**config.mk**
```make
export PLATFORM = sky130hd
export DESIGN_NAME = uart_tx_128
export DESIGN_NICKNAME = d
export VERILOG_FILES = /design/src/rtl/uart_tx_128.sv
export SDC_FILE = /design/constraint.sdc
export NUM_CORES = 1
export LEC_CHECK = 0
export BUFFER_PORTS_ARGS = -buffer_cell sky130_fd_sc_hd__clkbuf_2
export CAP_MARGIN = 20
export CORE_ASPECT_RATIO = 0.8
export CORE_MARGIN = 1.5
export CORE_UTILIZATION = 45
export DETAILED_ROUTE_END_ITERATION = 10
export GPL_TIMING_DRIVEN = 0
export PLACE_DENSITY = 0.73
export SYNTH_ARGS = -nofsm -noshare
export SYNTH_HDL_FRONTEND = slang
export SYNTH_SLANG_ARGS = --single-unit
```
**constraint.sdc**
```tcl
create_clock -name clk -period 5.52 [get_ports clk]
set_clock_uncertainty 0.05 [all_clocks]
set_input_delay 1.104 -clock clk [delete_from_list [all_inputs] [get_ports clk]]
set_output_delay 1.104 -clock clk [all_outputs]
set_load 0.01 [all_outputs]
```
**src/rtl/uart_tx_128.sv**
```systemverilog
// UART 8N1 transmitter for 128-bit results: optional header byte, then 16 payload
// bytes LSB-byte first, each byte LSB-bit first. All outputs are registered.
module uart_tx_128 #(
  parameter int CLKS_PER_BIT = 868,
  parameter int GAP_CYC      = 0
) (
  input  logic         clk,
  input  logic         rst,
  input  logic         i_valid,
  output logic         o_ready,
  input  logic         i_hdr_en,
  input  logic [7:0]   i_hdr,
  input  logic [127:0] i_data,
  output logic         o_txd,
  output logic         o_busy,
  output logic         o_done
);

  localparam int CNT_MAX = (CLKS_PER_BIT > GAP_CYC) ? CLKS_PER_BIT : GAP_CYC;
  localparam int CNT_W   = $clog2(CNT_MAX);
  localparam logic [CNT_W-1:0] BIT_LAST = CNT_W'(CLKS_PER_BIT - 1);
  localparam logic [CNT_W-1:0] GAP_LAST = CNT_W'((GAP_CYC > 0) ? GAP_CYC - 1 : 0);

  typedef enum logic [2:0] {
    S_IDLE,
    S_START,
    S_DATA,
    S_STOP,
    S_GAP
  } state_t;

  state_t             r_state, w_state_n;
  logic [CNT_W-1:0]   r_baud, w_baud_n;
  logic [2:0]         r_bit, w_bit_n;
  logic [4:0]         r_byte, w_byte_n;
  logic               r_hdr_en, w_hdr_en_n;
  logic [135:0]       r_frame, w_frame_n;
  logic               r_txd, r_ready, r_busy, r_done;
  logic               w_txd_n, w_ready_n, w_busy_n, w_done_n;
  logic               w_accept, w_byte_end, w_last_byte;
  logic [7:0]         w_cur_byte;

  assign w_accept    = i_valid && r_ready;
  assign w_last_byte = (r_byte == (r_hdr_en ? 5'd16 : 5'd15));

  // Next-state logic. The frame buffer always presents the current byte in [7:0].
  always_comb begin
    // NOTE: every comb output gets a default first so no path can infer a latch.
    w_state_n  = r_state;
    w_baud_n   = r_baud + 1'b1;
    w_bit_n    = r_bit;
    w_byte_n   = r_byte;
    w_hdr_en_n = r_hdr_en;
    w_frame_n  = r_frame;
    w_byte_end = 1'b0;

    case (r_state)
      S_IDLE: begin
        w_baud_n = '0;
        if (w_accept) begin
          w_state_n  = S_START;
          w_bit_n    = 3'd0;
          w_byte_n   = 5'd0;
          w_hdr_en_n = i_hdr_en;
          w_frame_n  = i_hdr_en ? {i_data, i_hdr} : {8'h00, i_data};
        end
      end
      S_START: begin
        if (r_baud == BIT_LAST) begin
          w_baud_n  = '0;
          w_state_n = S_DATA;
        end
      end
      S_DATA: begin
        if (r_baud == BIT_LAST) begin
          w_baud_n = '0;
          if (r_bit == 3'd7) begin
            w_state_n = S_STOP;
          end else begin
            w_bit_n = r_bit + 3'd1;
          end
        end
      end
      S_STOP: begin
        if (r_baud == BIT_LAST) begin
          w_baud_n = '0;
          if (GAP_CYC > 0) begin
            w_state_n = S_GAP;
          end else begin
            w_byte_end = 1'b1;
          end
        end
      end
      S_GAP: begin
        if (r_baud == GAP_LAST) begin
          w_baud_n   = '0;
          w_byte_end = 1'b1;
        end
      end
      default: begin
        w_state_n = S_IDLE;
        w_baud_n  = '0;
      end
    endcase

    // Byte boundary: either finish the frame or move on to the next byte.
    if (w_byte_end) begin
      if (w_last_byte) begin
        w_state_n = S_IDLE;
      end else begin
        w_state_n = S_START;
        w_bit_n   = 3'd0;
        w_byte_n  = r_byte + 5'd1;
        w_frame_n = {8'h00, r_frame[135:8]};
      end
    end
  end

  // Outputs are derived from the next state so they can be registered without latency.
  assign w_cur_byte = w_frame_n[7:0];

  always_comb begin
    w_ready_n = (w_state_n == S_IDLE);
    w_busy_n  = !w_ready_n;
    w_done_n  = (r_state != S_IDLE) && (w_state_n == S_IDLE);
    case (w_state_n)
      S_START: w_txd_n = 1'b0;
      S_DATA:  w_txd_n = w_cur_byte[w_bit_n];
      default: w_txd_n = 1'b1;
    endcase
  end

  always_ff @(posedge clk) begin
    if (rst) begin
      r_state  <= S_IDLE;
      r_baud   <= '0;
      r_bit    <= 3'd0;
      r_byte   <= 5'd0;
      r_hdr_en <= 1'b0;
      r_txd    <= 1'b1;
      r_ready  <= 1'b1;
      r_busy   <= 1'b0;
      r_done   <= 1'b0;
    end else begin
      r_state  <= w_state_n;
      r_baud   <= w_baud_n;
      r_bit    <= w_bit_n;
      r_byte   <= w_byte_n;
      r_hdr_en <= w_hdr_en_n;
      r_txd    <= w_txd_n;
      r_ready  <= w_ready_n;
      r_busy   <= w_busy_n;
      r_done   <= w_done_n;
    end
  end

  // NOTE: the payload buffer is not reset; it is always reloaded before it is read.
  always_ff @(posedge clk) begin
    r_frame <= w_frame_n;
  end

  assign o_txd   = r_txd;
  assign o_ready = r_ready;
  assign o_busy  = r_busy;
  assign o_done  = r_done;

endmodule

```
==> metrics.md, run 1 <==
| Metric | Value |
|---|---|
| Clk pwr share | `0.368` |
| Cell Int Power | `0.00242 W` |
| Register area share after synthesis | `0.404` |
| Most frequent cell after synthesis | `dfxtp_1` |
| DRC errors left | `0` |
| Synth warn | `0` |
| Pre-antenna DRT Iters | `7` |
| Vias in the first global route | `between 7000 and 8000` |
| Root Buffer | `clkbuf_16` |
| Placer congestion estimate | `0.896` |
| Post-synthesis average cell area | `around 8 µm²` |
| Maximum number of pins on one net before global-route repair | `17` |
| Setup TNS | `0 ns` |
| WS Path Type | `in -> reg` |
| Register share of total power | `0.462` |
| IR drop worst, VDD | `0.219 mV` |
| # resized after CTS | `0` |
| Least-Margin Pin Slew | `0.793 ns` |
| Post-synth top area share | `0.404` |
| Diode count | `0` |
| Die Y | `122 µm` |
| RSZ-0062 raised after global routing | `false` |
| Required time of the worst setup path | `5.76 ns` |
| Cell area after synthesis | `around 8000 µm²` |
| Most used DFF post-synth | `dfxtp_1` |
| Switching pwr | `a little over 0.0009 W` |
| Tcrit/Tclk final | `0.558` |
| Top cells by count, synth | `dfxtp_1 (162), nand2_1 (143), nor2_1 (143)` |
| Synth-to-Final Area Change | `20.2%` |
| Syn Inst Count | `1026` |
| Ys async rst share | `0` |
| EDFF count, synth | `0` |
| Cell taking the most area after synthesis | `dfxtp_1` |
| Sw Ratio | `0.279` |
| Fin crit period | `3.08 ns` |
| Clk slew on worst S/H paths | `approximately 0.06 ns` |
| Sink Count | `162` |
| CTS H-tree lvls | `4` |
| Die X | `about 150 µm` |
| Final #Nets | `1332` |
| Cts bufs inserted | `17` |
| Power density cells | `348 nW/µm²` |
| Crit start category | `input port` |
| IO Pins | `144` |
| CTS max path bufs | `2` |
| Max-cap violation count | `0` |
| GRT Util Overall | `0.236` |
| Final ANT Viol Nets | `0` |
| Latest clock arrival within the worst-skew pair | `0.42 ns` |
| First-pass GRT wire length | `35.6 mm` |
| Congestion Overflow GR | `0` |
| Synth Register Bits | `162` |
| Worst setup EP type | `register` |
| Iter 0 DRT Violations | `566` |
| Path category of the worst min-delay check | `reg -> reg` |
| Initial antenna violation count | `0` |
| Vias | `7749` |
| Comb power frac | `0.170` |
| Status | `completed` |
| Slew headroom | `0.471` |
| Share of layout cells above drive strength 1 | `0.167` |
| TritonCTS clock tree | `yes` |
| Fmax | `325 MHz` |
| Arr. time, crit path | `3.31 ns` |
| Design Power | `0.00335 W` |
| Die area | `18600 µm²` |
| Wirelength per Cell | `15.5 µm` |
| Number of distinct library cells after synthesis | `44` |
| Static leakage | `4.14 nW` |
| Number of hold buffers added after cts | `0` |
| # rows | `43` |
| Critical path peak fanout | `10` |
| Via density | `5.43` |
| Setup Viol. Count Final | `0` |
| Buffers on Ports | `143` |
| Max Slew Vio Count | `0` |
| Total wire length | `22.0 mm` |
| Net Count, Synth | `1170` |
| HPWL after DPL | `16.9 mm` |
| Core area | `17400 µm²` |
| Initial Util | `0.461` |
| Top post-synthesis cells by area | `dfxtp_1 (40%), mux2i_1 (17%), a21oi_1 (8.7%)` |
| Postcts setup bufs | `0` |
| Hold Fails Final Rpt | `0` |
## cell families after synthesis
group | after synthesis | synth area share
and+or+nand+nor | 340 | 0.175
buffers and inverters | 92 | 0.0481
xor gates and xnor gates | 12 | 0.0131
DFF | 162 | 0.404
adders and majority gates | 4 | 0.00624
muxes | 136 | 0.170
AOI/OAI and AO/OA | 280 | 0.183
## cells in the final DEF, fill, tap and decap left out, types with 5 or more instances in the layout
cell,n
o21ai_1,66
and3_1,5
nor3_1,9
nand4_1,6
nor2_1,143
nand2_1,143
xor2_1,8
dfxtp_1,162
o21ai_0,63
clkbuf_2,143
nand3_1,16
clkbuf_1,62
mux2i_1,134
buf_2,14
clkbuf_16,17
inv_1,8
a21oi_1,139
## registers in the layout (all words and copies together), names as in the netlist
signal    count
r_frame     136
r_baud       10
r_byte        5
r_bit         3
r_state       3
o_busy        1
o_done        1
o_ready       1
o_txd         1
r_hdr_en      1
## power groups by stage
stage          Clock [W]  Combinational [W]  Sequential [W]
6_report         0.00123           0.000568         0.00155
5_1_grt          0.00130           0.000632         0.00158
3_3_place_gp           0           0.000537         0.00156
4_1_cts          0.00124           0.000563         0.00154
3_5_place_dp           0           0.000559         0.00157
2_1_floorplan          0           0.000392         0.00153
## path summary, 6_finish.rpt
| check | from | endpoint | slack [ns] | depth (start not counted) |
|---|---|---|---|---|
| max | i_valid | r_frame[120] | 2.44 | 9 |
| min | r_frame[121] | r_frame[113] | 0.40 | 2 |
| max reg2reg | r_state[0] | r_frame[120] | 2.64 | 10 |
| min reg2reg | r_frame[121] | r_frame[113] | 0.40 | 2 |
## per-layer routing
layer	share of wire	vias up	track usage
met3	0.074	18	0.0519
met4	0.011	0	0.0570
met1	0.50	3584	0.354
met5	0	-	0
li1	-	3859	-
met2	0.41	288	0.342
## critical path, cell delays in order
cell	delay (ns)
clkbuf_2	0.09
nand3_1	0.23
buf_2	0.28
clkbuf_1	0.38
clkbuf_1	0.44
clkbuf_1	0.46
nor2_1	0.12
a21oi_1	0.13
o21ai_0	0.09
## metrics by stage
step / util / cell area, µm² / hold slack [ns] / worst slack, ns / instances
after floorplan: - / 8020 / 0.375 / 2.74 / 1026
after global placement: 0.519 / 9010 / 0.386 / 2.08 / 1394
after detailed placement: 0.519 / 9010 / 0.391 / 2.06 / 1394
after CTS: 0.554 / 9640 / 0.402 / 2.46 / 1426
after global routing: 0.554 / 9640 / 0.416 / 2.26 / 1426
final: 0.554 / 9640 / 0.400 / 2.44 / 1426
## cell type report
type	count	area (µm²)
fillers	1648	7740
flip-flops and latches	162	3240
clock buffers	20	467
multi-input cells	772	4390
well taps	225	282
plain buffers	83	352
repair buffers	143	716
inverters	9	33.8
clock inverters	12	154
No activity file was read; power rests on OpenSTA's default activity.
==> run 2, diff against run 1 <==
ABC_AREA = 1   (was not set)
PLACE_DENSITY = 0.72   (was 0.73)
clock period = 2.9 ns   (was 5.52 ns; I/O delays follow)
==> run 2 against run 1 <==
Sequential power rose by 90%; power grew 93%; worst setup slack worse by 1.7 ns; sequential cell count unchanged; via count increased by 5.4%; cell area up 7.1%; wire length rose by 6.3%; worst hold slack got worse by 0.049 ns; utilization shrank 0.89 points; final cell count is 11% higher; non-clock buffer count shrank 9; largest power group unchanged; highest routed layer unchanged.
==> metrics.md, run 2 <==
| Metric | Value |
|---|---|
| Required time of the worst setup path | `3.19 ns (-2.57 ns)` |
| Die X | `158 µm (+4.0%)` |
| Static leakage | `4.85 nW (+17%)` |
| Fillers | `1858 (+13%)` |
| HPWL after DPL | `17.6 mm (+4.4%)` |
| WS Path Type | `reg -> reg` |
| Most used DFF post-synth | `dfxtp_1` |
| Vias | `8164 (+5.4%)` |
| # rows | `45 (+4.7%)` |
| Slew headroom | `0.605 (+0.134)` |
| Crit-path slowest cell | `dfxtp_1` |
| Core area | `18900 µm² (+8.9%)` |
| Ys async rst share | `0 (unchanged)` |
| Fin crit period | `2.12 ns` |
| Postcts setup bufs | `0 (unchanged)` |
| Die Y | `127 µm (+4.0%)` |
| Max stage delay on crit path | `0.33 ns (-0.13 ns)` |
| Top cells by count, synth | `nand2_1 (338), dfxtp_1 (162), nor2_1 (136)` |
| Highest-count cells in the layout ignoring fill and taps | `nand2_1 (338), dfxtp_1 (162), clkbuf_2 (142)` |
| Net Count, Synth | `1288 (+10%)` |
| Tcrit/Tclk final | `0.731` |
| Initial Util | `0.459 (-0.00225)` |
| First-pass GRT wire length | `37.7 mm (+5.7%)` |
| Wirelength per Cell | `14.9 µm (-3.8%)` |
| Synth Register Bits | `162 (unchanged)` |
| Via density | `5.18 (-4.7%)` |
| Max Slew Vio Count | `0 (unchanged)` |
| Vias in the first global route | `7773 (+8.5%)` |
| Synth-to-Final Area Change | `18.8%` |
| Cell area after synthesis | `8690 µm² (+8.3%)` |
| # resized after CTS | `0 (unchanged)` |
| CTS H-tree lvls | `4 (unchanged)` |
| Diode count | `0 (unchanged)` |
| Cell taking the most area after synthesis | `dfxtp_1` |
| TritonCTS clock tree | `yes` |
| Clk slew on worst S/H paths | `0.06 ns (about the same)` |
| Path category of the worst min-delay check | `in -> reg` |
| Setup Viol. Count Final | `0 (unchanged)` |
| Top post-synthesis cells by area | `dfxtp_1 (37%), nand2_1 (15%), mux2_2 (14%)` |
| Iter 0 DRT Violations | `695 (+23%)` |
| Congestion Overflow GR | `0 (unchanged)` |
| Largest regs | `r_frame (136), r_baud (10), r_byte (5)` |
| Buffers on Ports | `142 (-0.70%)` |
| CP top delay family | `buffers and inverters` |
| Hold Fails Final Rpt | `0 (unchanged)` |
| Commonest non-fill, non-tap cell in the layout | `nand2_1` |
| Critical path peak fanout | `10 (unchanged)` |
| Most frequent cell after synthesis | `nand2_1` |
| Worst path most repeated cell | `buf_2` |
| Latest clock arrival within the worst-skew pair | `0.43 ns (about the same)` |
| Pre-antenna DRT Iters | `5 (-2)` |
| Number of hold buffers added after cts | `0 (unchanged)` |
| Register area share after synthesis | `0.373 (-0.0311)` |
| Final Instance Area | `10300 µm² (+7.1%)` |
| EDFF count, synth | `0 (unchanged)` |
| RSZ-0062 raised after global routing | `false` |
| Non-filler cells, final | `1576 (+11%)` |
| Share of layout cells above drive strength 1 | `0.281 (+0.113)` |
| Arr. time, crit path | `2.41 ns (-0.90 ns)` |
| Sink Count | `162 (unchanged)` |
| Least-Margin Pin Slew | `0.592 ns (-0.201 ns)` |
| CTS max path bufs | `2 (unchanged)` |
| Total wire length | `23.4 mm (+6.3%)` |
| Status | `completed` |
| Final #Nets | `1449 (+8.8%)` |
| Number of distinct library cells after synthesis | `39 (-11%)` |
| IR drop worst, VDD | `0.346 mV (+58%)` |
| Syn Inst Count | `1144 (+12%)` |
| Initial antenna violation count | `0 (unchanged)` |
| Placed Cells incl. Taps | `1544 (+11%)` |
| Post-synthesis average cell area | `7.59 µm² (-2.8%)` |
| Cts bufs inserted | `17 (unchanged)` |
| Cell Area, Placed | `9720 µm² (+7.8%)` |
| Max-cap violation count | `0 (unchanged)` |
| Critical path buffers and inverters | `3 (-2)` |
| IO Pins | `144 (unchanged)` |
| Root Buffer | `clkbuf_16` |
| Placer congestion estimate | `0.851 (-5.0%)` |
| Final ANT Viol Nets | `0 (unchanged)` |
| Setup TNS | `0 ns (unchanged)` |
| Die area | `20100 µm² (+8.1%)` |
| Post-synth top area share | `0.373 (-0.0311)` |
| GRT Util Overall | `0.236 (-0.000304)` |
| Worst setup EP type | `register` |
| Synth warn | `0 (unchanged)` |
| Maximum number of pins on one net before global-route repair | `17 (unchanged)` |
| Largest register FFs | `136 (unchanged)` |
| Critical path cell sequence | `nor2_1 -> nand2_1 -> nor2_2 -> buf_2 -> buf_2 -> buf_2 -> nand2_1 -> a31oi_1` |
| R2R Setup Slk | `0.78 ns (-1.86 ns)` |
| DRC errors left | `0 (unchanged)` |
| Power density cells | `627 nW/µm² (+80%)` |
| Fmax | `472 MHz` |
| Largest reg by FF count | `r_frame` |
| Crit start category | `register` |
[run 2: changes by cell type in the layout (fill, tap and decap cells not counted), moves of 16 or more]
cell / before / now
a21oi_1: 139 / 7
a31oi_1: 2 / 108
buf_2: 14 / 30
buf_6: 2 / 26
clkbuf_1: 62 / 13
inv_1: 8 / 76
mux2_2: 2 / 105
mux2i_1: 134 / 7
nand2_1: 143 / 338
o21ai_0: 63 / 36
o21ai_1: 66 / 15
[run 2: worst reg2reg max path: cells and delay by family (launching register included)]
kind	cells	cell delay, ns
simple gates	4	0.60
compound gates	1	0.20
flops	1	0.33
buf+inv	3	0.86
[run 2: final timing paths]
check	cells after the start	endpoint	startpoint
worst min register to register	1	r_baud[0]	r_baud[0]
worst max-delay path	8	r_frame[38]	r_state[0]
worst max register to register	8	r_frame[38]	r_state[0]
worst min-delay path	3	r_frame[135]	i_data[127]
[run 2: routing by layer]
metal	vias up	wire length [µm]	global-route usage
met5	-	0	0
met4	0	316	0.0643
met3	30	1290	0.0427
met2	256	9940	0.350
met1	3764	11900	0.350
li1	4114	-	-
[run 2: kinds of logic (layout without fill, tap and decap cells)]
kind of cell / after synthesis / count (layout) / share of synthesized area
AND/OR/NAND/NOR: 526 / 526 / 0.246
AO/OA/AOI/OAI: 181 / 181 / 0.126
flip-flops: 162 / 162 / 0.373
buffers and inverters: 155 / 329 / 0.101
multiplexers: 112 / 112 / 0.144
adder cells (fa/ha/maj): 4 / 4 / 0.00576
XOR/XNOR: 4 / 4 / 0.00403
[run 2: area by class of cell]
class | instances | area, µm² | area share
clock inverter | 13 | 149 | 0.0144
sequential | 162 | 3240 | 0.314
buffer | 75 | 569 | 0.0552
inverter | 80 | 305 | 0.0296
tap | 258 | 323 | 0.0313
timing repair buffer | 142 | 711 | 0.0689
clock buffer | 19 | 453 | 0.0439
multi-input combinational | 827 | 4570 | 0.443
[run 2: power by group]
| part | switching [W] | internal (W) | total, W |
|---|---|---|---|
| clock | 0.000966 | 0.00133 | 0.00229 |
| combinational | 0.000663 | 0.000562 | 0.00123 |
| sequential | 0.000240 | 0.00271 | 0.00295 |
[run 2: through the flow]
step | hold slack [ns] | total power, W | setup WS (ns) | util
after floorplan | 0.367 | 0.00380 | 1.08 | -
after global placement | 0.379 | 0.00414 | 0.710 | 0.514
final | 0.351 | 0.00647 | 0.780 | 0.546
after CTS | 0.340 | 0.00648 | 0.828 | 0.546
after global routing | 0.353 | 0.00680 | 0.642 | 0.546
after detailed placement | 0.387 | 0.00418 | 0.690 | 0.514
==> run 3, diff against run 2 <==
clock period = 2.22 ns   (was 2.9 ns; I/O delays follow)
==> run 3 against run 2 <==
Worst setup slack got worse by 0.65 ns; via count rose by 0.12%; power rose by 31%; largest power group unchanged; clock-buffer cell count did not move; sequential cell count did not move; utilization barely moved; wire length barely moved; combinational power rose by 30%; first-iteration DRC count did not move; die area did not move; non-clock buffer count did not move; sequential share of layout area barely moved.
==> metrics.md, run 3 (same netlist as run 2, synthesis figures left out) <==
| Metric | Value |
|---|---|
| Sink Count | `162 (unchanged)` |
| CTS max path bufs | `2 (unchanged)` |
| Required time of the worst setup path | `2.51 ns (-0.68 ns)` |
| Die area | `20100 µm² (unchanged)` |
| Max Slew Vio Count | `0 (unchanged)` |
| DRC errors left | `0 (unchanged)` |
| Core area | `18900 µm² (unchanged)` |
| Fmax | `479 MHz (+1.6%)` |
| IO Pins | `144 (unchanged)` |
| Synth-to-Final Area Change | `18.9% (about the same)` |
| Final Instance Area | `10300 µm² (about the same)` |
| Setup Viol. Count Final | `0 (unchanged)` |
| Highest-count cells in the layout ignoring fill and taps | `nand2_1 (338), dfxtp_1 (162), clkbuf_2 (142)` |
| Cell Area, Placed | `9720 µm² (unchanged)` |
| Fin crit period | `2.09 ns (-0.0342 ns)` |
| Largest register FFs | `136 (unchanged)` |
| WS Path Type | `reg -> reg` |
| Cts bufs inserted | `17 (unchanged)` |
| Share of layout cells above drive strength 1 | `0.281 (unchanged)` |
| HPWL after DPL | `17.6 mm (unchanged)` |
| Pre-antenna DRT Iters | `5 (unchanged)` |
| Util after Layout | `0.546 (about the same)` |
| Die X | `158 µm (unchanged)` |
| Commonest non-fill, non-tap cell in the layout | `nand2_1` |
| GRT Util Overall | `0.236 (unchanged)` |
| Vias in the first global route | `7773 (unchanged)` |
| Buffers on Ports | `142 (unchanged)` |
| Placer congestion estimate | `0.851 (unchanged)` |
| Power density cells | `818 nW/µm² (+31%)` |
| Wirelength per Cell | `14.9 µm (about the same)` |
| Fillers | `1857 (-0.054%)` |
| Path category of the worst min-delay check | `in -> reg` |
| Final #Nets | `1449 (unchanged)` |
| Vias | `8174 (+0.12%)` |
| Largest regs | `r_frame (136), r_baud (10), r_byte (5)` |
| Latest clock arrival within the worst-skew pair | `0.43 ns (about the same)` |
| Initial antenna violation count | `0 (unchanged)` |
| Total wire length | `23.4 mm (about the same)` |
| Initial Util | `0.459 (unchanged)` |
| RSZ-0062 raised after global routing | `false` |
| Static leakage | `4.85 nW (about the same)` |
| Root Buffer | `clkbuf_16` |
| Crit start category | `register` |
| Iter 0 DRT Violations | `695 (unchanged)` |
| Critical path peak fanout | `10 (unchanged)` |
| Largest reg by FF count | `r_frame` |
| Via density | `5.19 (+0.12%)` |
| TritonCTS clock tree | `yes` |
| Slew headroom | `0.606 (about the same)` |
| Tcrit/Tclk final | `0.940 (+0.209)` |
| Setup TNS | `0 ns (unchanged)` |
| Die Y | `127 µm (unchanged)` |
| Congestion Overflow GR | `0 (unchanged)` |
| Status | `completed` |
| IR drop worst, VDD | `0.451 mV (+31%)` |
| Area of the multi-input gates | `4570 µm² (unchanged)` |
| Final ANT Viol Nets | `0 (unchanged)` |
| Hold Fails Final Rpt | `0 (unchanged)` |
| Arr. time, crit path | `2.38 ns (-0.03 ns)` |
| Maximum number of pins on one net before global-route repair | `17 (unchanged)` |
| CTS H-tree lvls | `4 (unchanged)` |
| Worst setup EP type | `register` |
| First-pass GRT wire length | `37.7 mm (unchanged)` |
| Diode count | `0 (unchanged)` |
| Clk slew on worst S/H paths | `0.06 ns (about the same)` |
| Register area | `3240 µm² (unchanged)` |
| Max-cap violation count | `0 (unchanged)` |
| Least-Margin Pin Slew | `0.591 ns (-0.000371 ns)` |
| # rows | `45 (unchanged)` |
[run 3: path summary, 6_finish.rpt]
path	from	to	slack, ns	cells past startpoint
min reg2reg	r_baud[0]	r_baud[0]	0.40	1
min	i_data[127]	r_frame[135]	0.21	3
max	r_state[0]	r_frame[38]	0.13	8
max reg2reg	r_state[0]	r_frame[38]	0.13	8
[run 3: through the flow]
stage | setup WS, ns | power (W) | instances | hold slack (ns)
after detailed placement | 0.146 | 0.00546 | 1544 | 0.387
after floorplan | 0.518 | 0.00497 | 1144 | 0.367
final | 0.134 | 0.00845 | 1576 | 0.215
after global placement | 0.166 | 0.00541 | 1544 | 0.379
after CTS | 0.148 | 0.00846 | 1576 | 0.204
after global routing | 0.000136 | 0.00888 | 1576 | 0.217
[run 3: timing repair]
item	in CTS	in global routing
hold endpoints to repair	0	0
buffers inserted	0	0
endpoints found under the setup margin	0	15
gates resized for setup	0	1
hold buffers	0	0
[run 3: layout make-up]
class                           count  area share
Timing Repair Buffer              142      0.0688
Clock inverter                     13      0.0144
Inverter                           80      0.0296
Sequential cell                   162       0.314
Multi-Input combinational cell    827       0.442
Tap cell                          258      0.0313
Clock buffer                       19      0.0439
Buffer                             75      0.0554
[run 3: power by group]
part	internal (W)	leakage, nW	switching, W
sequential	0.00354	1.35	0.000313
combinational	0.000735	3.21	0.000866
clock	0.00174	0.287	0.00126
total	0.00601	4.85	0.00244
[run 3: critical path: stages, from the launching register on]
cell	delay [ns]
dfxtp_1	0.33
nor2_1	0.17
nand2_1	0.11
nor2_2	0.22
clkbuf_4	0.28
buf_2	0.28
buf_2	0.27
nand2_1	0.09
a31oi_1	0.20
[run 3: layer usage]
metal	share of wire	track usage	up-vias
li1	-	-	4116
met1	0.51	0.350	3777
met2	0.42	0.350	249
met3	0.054	0.0427	32
met4	0.014	0.0643	0
met5	0	0	-
